<file path="config.mk">
export PLATFORM = sky130hd
export DESIGN_NAME = mod_mult_rr_scheduler
export DESIGN_NICKNAME = d
export VERILOG_FILES = /design/src/rtl/mod_mult_rr_scheduler.sv
export SDC_FILE = /design/constraint.sdc
export NUM_CORES = 1
export LEC_CHECK = 0
export BUFFER_PORTS_ARGS = -buffer_cell sky130_fd_sc_hd__clkbuf_2
export CAP_MARGIN = 10
export CORE_AREA = 4 4 232 234
export CTS_CLUSTER_SIZE = 20
export DETAILED_ROUTE_END_ITERATION = 8
export DIE_AREA = 0 0 236 238
export GPL_TIMING_DRIVEN = 0
export REMOVE_ABC_BUFFERS = 1
export SLEW_MARGIN = 5
export SYNTH_ARGS = -nofsm -noshare
export SYNTH_HDL_FRONTEND = slang
export SYNTH_SLANG_ARGS = --single-unit
</file>
<file path="constraint.sdc">
create_clock -name i_clk -period 5.15 [get_ports i_clk]
set_clock_uncertainty 0.1 [all_clocks]
set_input_delay 0.2575 -clock i_clk [delete_from_list [all_inputs] [get_ports i_clk]]
set_output_delay 0.2575 -clock i_clk [all_outputs]
set_load 0.02 [all_outputs]
</file>
<file path="src/rtl/mod_mult_rr_scheduler.sv">
// Round-robin front end for one shared pipelined Barrett multiplier: arbitration,
// a latency-matched tag pipe for routing results back, and drain-then-load reconfiguration.
module mod_mult_rr_scheduler #(
    parameter int NREQ = 4,
    parameter int DW   = 32,
    parameter int LAT  = 6
) (
    input  logic                 i_clk,
    input  logic                 i_rst,
    input  logic [NREQ-1:0]      i_req_valid,
    output logic [NREQ-1:0]      o_req_ready,
    input  logic [NREQ*DW-1:0]   i_req_data0,
    input  logic [NREQ*DW-1:0]   i_req_data1,
    output logic [NREQ-1:0]      o_rsp_valid,
    output logic [DW-1:0]        o_rsp_data,
    input  logic                 i_cfg_valid,
    output logic                 o_cfg_ready,
    input  logic [5:0]           i_cfg_k,
    input  logic [2*DW-1:0]      i_cfg_u,
    input  logic [DW-1:0]        i_cfg_mod,
    output logic                 o_mul_en,
    output logic                 o_mul_clr,
    output logic [5:0]           o_mul_k,
    output logic [2*DW-1:0]      o_mul_u,
    output logic [DW-1:0]        o_mul_mod,
    output logic [DW-1:0]        o_mul_data0,
    output logic [DW-1:0]        o_mul_data1,
    input  logic [DW-1:0]        i_mul_data,
    output logic                 o_busy
);
    localparam int IW = (NREQ > 1) ? $clog2(NREQ) : 1;
    localparam int CW = $clog2(LAT + 2);

    typedef enum logic [1:0] {
        ST_UNCFG = 2'd0,
        ST_RUN   = 2'd1,
        ST_DRAIN = 2'd2,
        ST_LOAD  = 2'd3
    } state_t;

    state_t                 r_state;
    state_t                 w_state_nxt;
    logic                   w_grant_en;
    logic [IW-1:0]          r_ptr;
    logic [IW-1:0]          w_grant_id;
    logic [IW-1:0]          w_idx;
    logic [IW-1:0]          w_ptr_nxt;
    logic [IW:0]            w_sum;
    logic                   w_found;
    logic                   w_accept;
    logic [NREQ-1:0]        w_grant;
    logic [LAT-1:0]         r_tag_v;
    logic [LAT-1:0][IW-1:0] r_tag_id;
    logic [CW-1:0]          r_cnt;
    logic [NREQ-1:0]        r_rsp_valid;
    logic [DW-1:0]          r_rsp_data;
    logic                   r_cfg_ready;
    logic                   r_mul_clr;
    logic [5:0]             r_mul_k;
    logic [2*DW-1:0]        r_mul_u;
    logic [DW-1:0]          r_mul_mod;
    logic [DW-1:0]          r_mul_data0;
    logic [DW-1:0]          r_mul_data1;

    // State register
    always_ff @(posedge i_clk) begin
        if (i_rst) begin
            r_state <= ST_UNCFG;
        end else begin
            r_state <= w_state_nxt;
        end
    end

    // Next-state logic; a pending config request blocks new grants immediately
    always_comb begin
        w_state_nxt = r_state;
        w_grant_en  = 1'b0;
        case (r_state)
            ST_UNCFG: w_state_nxt = i_cfg_valid ? ST_LOAD : ST_UNCFG;
            ST_RUN: begin
                w_grant_en  = ~i_cfg_valid;
                w_state_nxt = i_cfg_valid ? ST_DRAIN : ST_RUN;
            end
            ST_DRAIN: w_state_nxt = (r_cnt == {CW{1'b0}}) ? ST_LOAD : ST_DRAIN;
            ST_LOAD:  w_state_nxt = ST_RUN;
            default:  w_state_nxt = ST_UNCFG;
        endcase
    end

    // Round-robin search starting at the pointer, wrapping past NREQ-1
    always_comb begin
        w_found    = 1'b0;
        w_grant_id = '0;
        w_sum      = '0;
        w_idx      = '0;
        for (int k = 0; k < NREQ; k++) begin
            w_sum = {1'b0, r_ptr} + (IW+1)'(k);
            w_idx = (w_sum >= (IW+1)'(NREQ)) ? IW'(w_sum - (IW+1)'(NREQ)) : IW'(w_sum);
            if (!w_found && i_req_valid[w_idx]) begin
                w_found    = 1'b1;
                w_grant_id = w_idx;
            end else begin
                w_found    = w_found;
            end
        end
        w_accept  = w_found & w_grant_en;
        w_grant   = w_accept ? (NREQ'(1) << w_grant_id) : {NREQ{1'b0}};
        w_ptr_nxt = (w_grant_id == IW'(NREQ - 1)) ? {IW{1'b0}} : w_grant_id + IW'(1);
    end

    // Pointer and operand registers advance only on an accept
    always_ff @(posedge i_clk) begin
        if (i_rst) begin
            r_ptr       <= '0;
            r_mul_data0 <= '0;
            r_mul_data1 <= '0;
        end else if (w_accept) begin
            r_ptr       <= w_ptr_nxt;
            r_mul_data0 <= i_req_data0[w_grant_id*DW +: DW];
            r_mul_data1 <= i_req_data1[w_grant_id*DW +: DW];
        end else begin
            r_ptr       <= r_ptr;
            r_mul_data0 <= r_mul_data0;
            r_mul_data1 <= r_mul_data1;
        end
    end

    // Tag pipe: the last stage lines up with i_mul_data for the same operation
    always_ff @(posedge i_clk) begin
        if (i_rst) begin
            r_tag_v     <= '0;
            r_tag_id    <= '0;
            r_rsp_valid <= '0;
            r_rsp_data  <= '0;
        end else begin
            r_tag_v     <= {r_tag_v[LAT-2:0], w_accept};
            r_tag_id    <= {r_tag_id[LAT-2:0], w_grant_id};
            r_rsp_valid <= r_tag_v[LAT-1] ? (NREQ'(1) << r_tag_id[LAT-1]) : {NREQ{1'b0}};
            if (r_tag_v[LAT-1]) begin
                r_rsp_data <= i_mul_data;
            end else begin
                r_rsp_data <= r_rsp_data;
            end
        end
    end

    // In-flight counter: accept and retire in the same cycle cancel out
    always_ff @(posedge i_clk) begin
        if (i_rst) begin
            r_cnt <= '0;
        end else begin
            case ({w_accept, r_tag_v[LAT-1]})
                2'b10:   r_cnt <= r_cnt + CW'(1);
                2'b01:   r_cnt <= r_cnt - CW'(1);
                default: r_cnt <= r_cnt;
            endcase
        end
    end

    // Config constants are captured on entry to LOAD so they are stable while oCfgReady is high
    always_ff @(posedge i_clk) begin
        if (i_rst) begin
            r_cfg_ready <= 1'b0;
            r_mul_clr   <= 1'b1;
            r_mul_k     <= '0;
            r_mul_u     <= '0;
            r_mul_mod   <= '0;
        end else begin
            r_cfg_ready <= (w_state_nxt == ST_LOAD);
            r_mul_clr   <= (w_state_nxt == ST_LOAD);
            if (w_state_nxt == ST_LOAD) begin
                r_mul_k   <= i_cfg_k;
                r_mul_u   <= i_cfg_u;
                r_mul_mod <= i_cfg_mod;
            end else begin
                r_mul_k   <= r_mul_k;
                r_mul_u   <= r_mul_u;
                r_mul_mod <= r_mul_mod;
            end
        end
    end

    assign o_req_ready = w_grant;
    assign o_rsp_valid = r_rsp_valid;
    assign o_rsp_data  = r_rsp_data;
    assign o_cfg_ready = r_cfg_ready;
    assign o_mul_en    = 1'b1;
    assign o_mul_clr   = r_mul_clr;
    assign o_mul_k     = r_mul_k;
    assign o_mul_u     = r_mul_u;
    assign o_mul_mod   = r_mul_mod;
    assign o_mul_data0 = r_mul_data0;
    assign o_mul_data1 = r_mul_data1;
    assign o_busy      = (r_cnt != {CW{1'b0}});

endmodule

</file>
* After elaboration in Yosys (flattened, before gate mapping)
Cells that the tools add are included.
Storage, ports and cells: register bits 229, bits in latches 0, bits in writable memories 0, ROM bits 0, output and inout port bits 210, logic and storage cells 90, memories 0
Operators by class: add/sub/neg operators 10, multipliers 0, div/mod/pow operators 0, order comparisons 8, eq/ne operators 7, shift operators 4, mux-type cells 28, bitwise gates (word level) 3, reduce and logical (&&, ||, !) cells 11
Operators by type and width (count):
- indexed part select 128 x 8 -> 32 bit | 2
- 2-to-1 mux 2 bit | 11
- < comparator 2 x 3 -> 1 bit (second input constant) | 4
- equality test 2 bit (second input constant) | 5
- 2-to-1 mux 1 bit | 10
- >= comparator 3 bit (second input constant) | 3
- binary-select mux 1 bit (select 2 bit) | 4
- case mux 2 bit (4 select lines) | 1
- << shifter 1 x 2 -> 4 bit (first input constant) | 2
- subtractor 2 x 1 -> 2 bit (second input constant) | 4
- adder 2 x 2 -> 3 bit (second input constant) | 2
- case mux 3 bit (2 select lines) | 1
- equality test 2 x 1 -> 1 bit (second input constant) | 2
- 2-to-1 mux 4 bit | 1
- adder 2 x 1 -> 3 bit (second input constant) | 1
- adder 3 x 1 -> 3 bit (second input constant) | 1
- >= comparator 2 x 3 -> 1 bit (second input constant) | 1
- logical AND 1 bit | 3
- logical NOT 1 bit | 3
- logical NOT 3 bit | 1
- nonzero test 3 bit | 1
- subtractor 3 x 1 -> 3 bit (second input constant) | 1
- adder 2 x 1 -> 2 bit (second input constant) | 1
- logical NOT 2 bit | 1
- other kinds (4) | 5

* Longest topological paths before layout
depth after elaboration 17, depth in mapped cells 9, depth with buffers taken out 8

* Worst setup path after synthesis
OpenSTA, ideal clock, no wires.
kind register to register, from reg r_state[0], to reg r_cnt[2], setup time 0.070 ns, arrival time 2.005 ns, slack 2.975 ns, stages on the path, launching flop included 9, cell sequence dfxtp_1 nor3b_2 a21boi_4 inv_2 ha_1 fa_1 xnor2_1 or3_1 a21oi_1
On the way: longest elaborated chain between the ends 5, elaborated cells on any way between the ends 7
Ends and longest elaborated chain:
- start: declaration | line 41 | state_t r_state;
- start signal: assignment | line 70 | r_state <= w_state_nxt;
- equality test 2 x 1 -> 1 bit (*) | line 78 | case (r_state)
- 2-to-1 mux 1 bit (*) | line 78
- AND 1 bit (*) | line 106 | w_accept = w_found & w_grant_en;
- equality test 2 x 1 -> 1 bit / equality test 2 bit (equally long branches) | line 152 | case ({w_accept, r_tag_v[LAT-1]})
- case mux 3 bit (2 select lines) / nonzero test 2 bit (equally long branches)
- end signal: assignment | line 153 | 2'b10: r_cnt <= r_cnt + CW'(1);
- end signal: assignment | line 154 | 2'b01: r_cnt <= r_cnt - CW'(1);
- end signal: assignment | line 155 | default: r_cnt <= r_cnt;
- end: declaration | line 54 | logic [CW-1:0] r_cnt;
Mark *: on every way between the ends. The rest lies on a longest branch, timed or not. A chain may end at the register's enable or synchronous reset.

* Worst setup path in the final report
from reg r_ptr[1], to reg r_mul_data0[26], in the netlist o_mul_data0[26]
On the way: longest elaborated chain between the ends 15, elaborated cells on any way between the ends 39
Ends and longest elaborated chain:
- start: declaration | line 44 | logic [IW-1:0] r_ptr;
- start signal: assignment | line 118 | r_ptr <= w_ptr_nxt;
- start signal: assignment | line 122 | r_ptr <= r_ptr;
- branches (longest 15 deep; another with adder 2 x 1 -> 3 bit)
- end signal: assignment | line 119 | r_mul_data0 <= i_req_data0[w_grant_id*DW +: DW];
- end signal: assignment | line 123 | r_mul_data0 <= r_mul_data0;
- end: declaration | line 62 | logic [DW-1:0] r_mul_data0;
Parallel ways; which one is timed is not known. The select of a mux whose other input is x is not followed.

==> results.yml <==
power:
  switchingPower_w: 0.00142
  intPower_w: 0.00353
  netSwitchingFraction: 0.287
  pwr_density_cell_nw_per_um2: 288
  p_seq_frac: 0.393
  fraction_of_power_consumed_by_combinational_cells: 0.227
  p_leak_nw: 7.91
  vdd_ir_drop_max_v: 0.000204
  p_clk_frac: 0.380
global_route:
  antenna_found_initial: 12
  grt_util_met2: 0.285
  grt_util_met1: 0.149
  met3_resource_use_gr: 0.0429
  gr-usage-all-layers: 0.147
  grt_start_max_net_pins: 97
  overflow: 0
  first_global_vias: 11200
  grt_first_pass_wirelength_mm: 65.2
  global_route.peak_usage_layer: "met2"
worst_setup_path:
  critical-path-top-delay-family: "buffers and inverters"
  timing.critical_path.required_ns: 5.49
  crit_arrival_ns: 4.18
  slowest_stage: "sky130_fd_sc_hd__dlygate4sd3_1"
  startpoint_type: "register"
  timing.setup.critical_path_class: "register to register"
  critical_path_peak_fanout: 57
  longest_individual_stage_delay_on_the_worst_path_ns: 0.62
  crit_chain: "a21o_1 > a21oi_1 > o22a_4 > buf_16 > buf_16 > mux2i_1 > dlygate4sd3_1 > o221ai_1 > dlygate4sd3_1"
  critPathBufInv: 4
  critical_path_end_type: "register"
clock_network:
  numClockSinks: 229
  cts_tree: "yes"
  ctsRootBufferMaster: "sky130_fd_sc_hd__clkbuf_16"
  cts.reportedPaths.clkPinSlew_ns: 0.06
  numCtsBuffers: 26
  max-clock-path-buffers: 3
  insertion_delay_ns: 0.56
  htree_levels: 1
routing:
  totalWireLength_mm: 44.5
  drt-initial-drc-count: 406
  postRouteAntennaNets: 0
  drt_drc_violations_left: 0
  via_count: 11000
  detailedRoute.firstPassIterationCount: 5
  via_per_inst: 4.21
  routedWlPerCell_um: 17.0
die:
  top_level_ports: 607
  area_of_the_placeable_core_um2: 52000
  die_h_um: 238
  die_area_um2: 56200
  initial_core_util: 0.180
  num_rows: 84
  die_boundary_width_um: 236
logic_synthesis:
  synth.distinct_cells: 38
  dominant_cells_by_area_after_synthesis: "sky130_fd_sc_hd__dfxtp_1, sky130_fd_sc_hd__mux2i_1, sky130_fd_sc_hd__nand2_1"
  synth_largest_type_area_fraction: 0.490
  synthArstFlopShare: 0
  syn_area_per_cell_um2: 9.22
  synth_top_area_cell: "sky130_fd_sc_hd__dfxtp_1"
  synth-seq-cells: 229
  synth_ff_type: "sky130_fd_sc_hd__dfxtp_1"
  count_of_flip_flops_with_a_built_in_enable_after_synthesis: 0
  synthesis.instances: 1014
  seq_total_area_yosys: 0.490
  netlist_area_um2: 9350
  yosys_warnings: 0
timing:
  period_share: 0.746
  rsz0062_at_grt: "no"
  slew_viol_final: 0
  worst_hold_slack_ns: 0.0226
  tightest_slew_ns: 0.894
  finalHoldViolCount: 0
  fmax_ghz: 0.260
  layout_min_cycle_time_ns: 3.84
  setup_viol: 0
  slew_headroom: 0.403
layout:
  areaGrowthSynthToFinish_pct: 83.7
  drive_above_1_share: 0.348
  finish.cell_count_without_fillers: 2608
  most_frequent_cells_in_the_layout: "sky130_fd_sc_hd__clkbuf_2, sky130_fd_sc_hd__dlygate4sd3_1, sky130_fd_sc_hd__nand2_1"
  fin_nets: 2302
  leading_cell_type_in_the_layout_fill_and_taps_excluded: "sky130_fd_sc_hd__clkbuf_2"
  finalCoreUtilization: 0.330
  final_area_um2: 17200
place:
  hpwl_mm: 32.2
  placed_cell_area_um2: 13100
  dpl.cell_count: 2237
  port-buffer-count: 605
  gp_congestion: 0.861
run:
  cap_viol_max_count: 0
run_status:
  status: "completed"
worst_hold_path:
  min-delay-path-class: "input port to register"
## power groups by stage
stage / Clock [W] / Combinational [W] / Sequential (W)
after global placement: 0 / 0.000913 / 0.00197
final: 0.00188 / 0.00112 / 0.00194
after global routing: 0.00201 / 0.00121 / 0.00195
after CTS: 0.00195 / 0.00112 / 0.00194
after floorplan: 0 / 0.000369 / 0.00210
after detailed placement: 0 / 0.000895 / 0.00198
## cell families after synthesis
logic type	after synthesis	share of synthesized area
AO/OA/AOI/OAI	180	0.126
XOR/XNOR	2	0.00187
adder cells (fa/ha/maj)	6	0.00883
buffers and inverters	86	0.0482
flip-flops	229	0.490
multiplexers	162	0.173
other	1	0.000401
AND/OR/NAND/NOR	348	0.151
## metal layers
layer	up-vias	wire length, µm
met2	490	23400
li1	5265	-
met3	105	3480
met4	10	2040
met1	5104	15400
met5	-	80
## through the flow
step                setup WS (ns)  total power (W)  TNS [ns]
floorplan                   -1.02          0.00247    -37.05
global placement            -3.11          0.00289   -274.85
detailed placement           2.22          0.00287         0
CTS                          1.43          0.00501         0
global route                 1.19          0.00517         0
finish                       1.31          0.00494         0
## cell usage after synthesis, drive strengths merged (2+ instances only)
| library cell | count |
|---|---|
| ha | 5 |
| a21oi | 108 |
| and2 | 4 |
| inv | 7 |
| nor2 | 44 |
| clkbuf | 34 |
| nand2 | 272 |
| mux2i | 162 |
| buf | 45 |
| nand2b | 5 |
| nor3b | 2 |
| dfxtp | 229 |
| o221ai | 64 |
| nor2b | 16 |
| or3 | 2 |
## flip-flops by register name, summed over array words and instances (netlist names), 3 cells and up
| signal | count |
|---|---|
| o_mul_u | 64 |
| o_mul_data0 | 32 |
| o_mul_data1 | 32 |
| o_mul_mod | 32 |
| o_rsp_data | 32 |
| r_tag_id | 12 |
| o_mul_k | 6 |
| r_tag_v | 6 |
| o_rsp_valid | 4 |
| r_cnt | 3 |
## tightest hold or removal path: stages
cell	delay, ns
sky130_fd_sc_hd__clkbuf_2	0.07
sky130_fd_sc_hd__mux2i_1	0.13
sky130_fd_sc_hd__o221ai_1	0.19
## area by class of cell
cell class              instances  area, µm²
fillers                      5264      34800
clock buffers                  39        749
diodes                          1       2.50
repair buffers                936       6480
flip-flops and latches        229       4590
clock inverters                 9        114
well taps                     688        861
multi-input cells             699       4350
inverters                       7       26.3
## final timing paths
check	start	end	slack, ns	depth (start not counted)
setup / recovery	r_ptr[1]	o_mul_data0[26]	1.31	9
hold / removal	i_req_data1[107]	o_mul_data1[11]	0.02	3
setup reg to reg	r_ptr[1]	o_mul_data0[26]	1.31	9
hold reg to reg	r_tag_v[2]	r_tag_v[3]	0.33	1
## timing repair
item / CTS / global route
gates resized for setup: 0 / 0
hold buffers: 322 / 0
endpoints found under the hold margin: 200 / 0
setup buffers: 0 / 0
setup endpoints to repair: 0 / 0
Note: power is estimated with default switching activity, not from simulation.
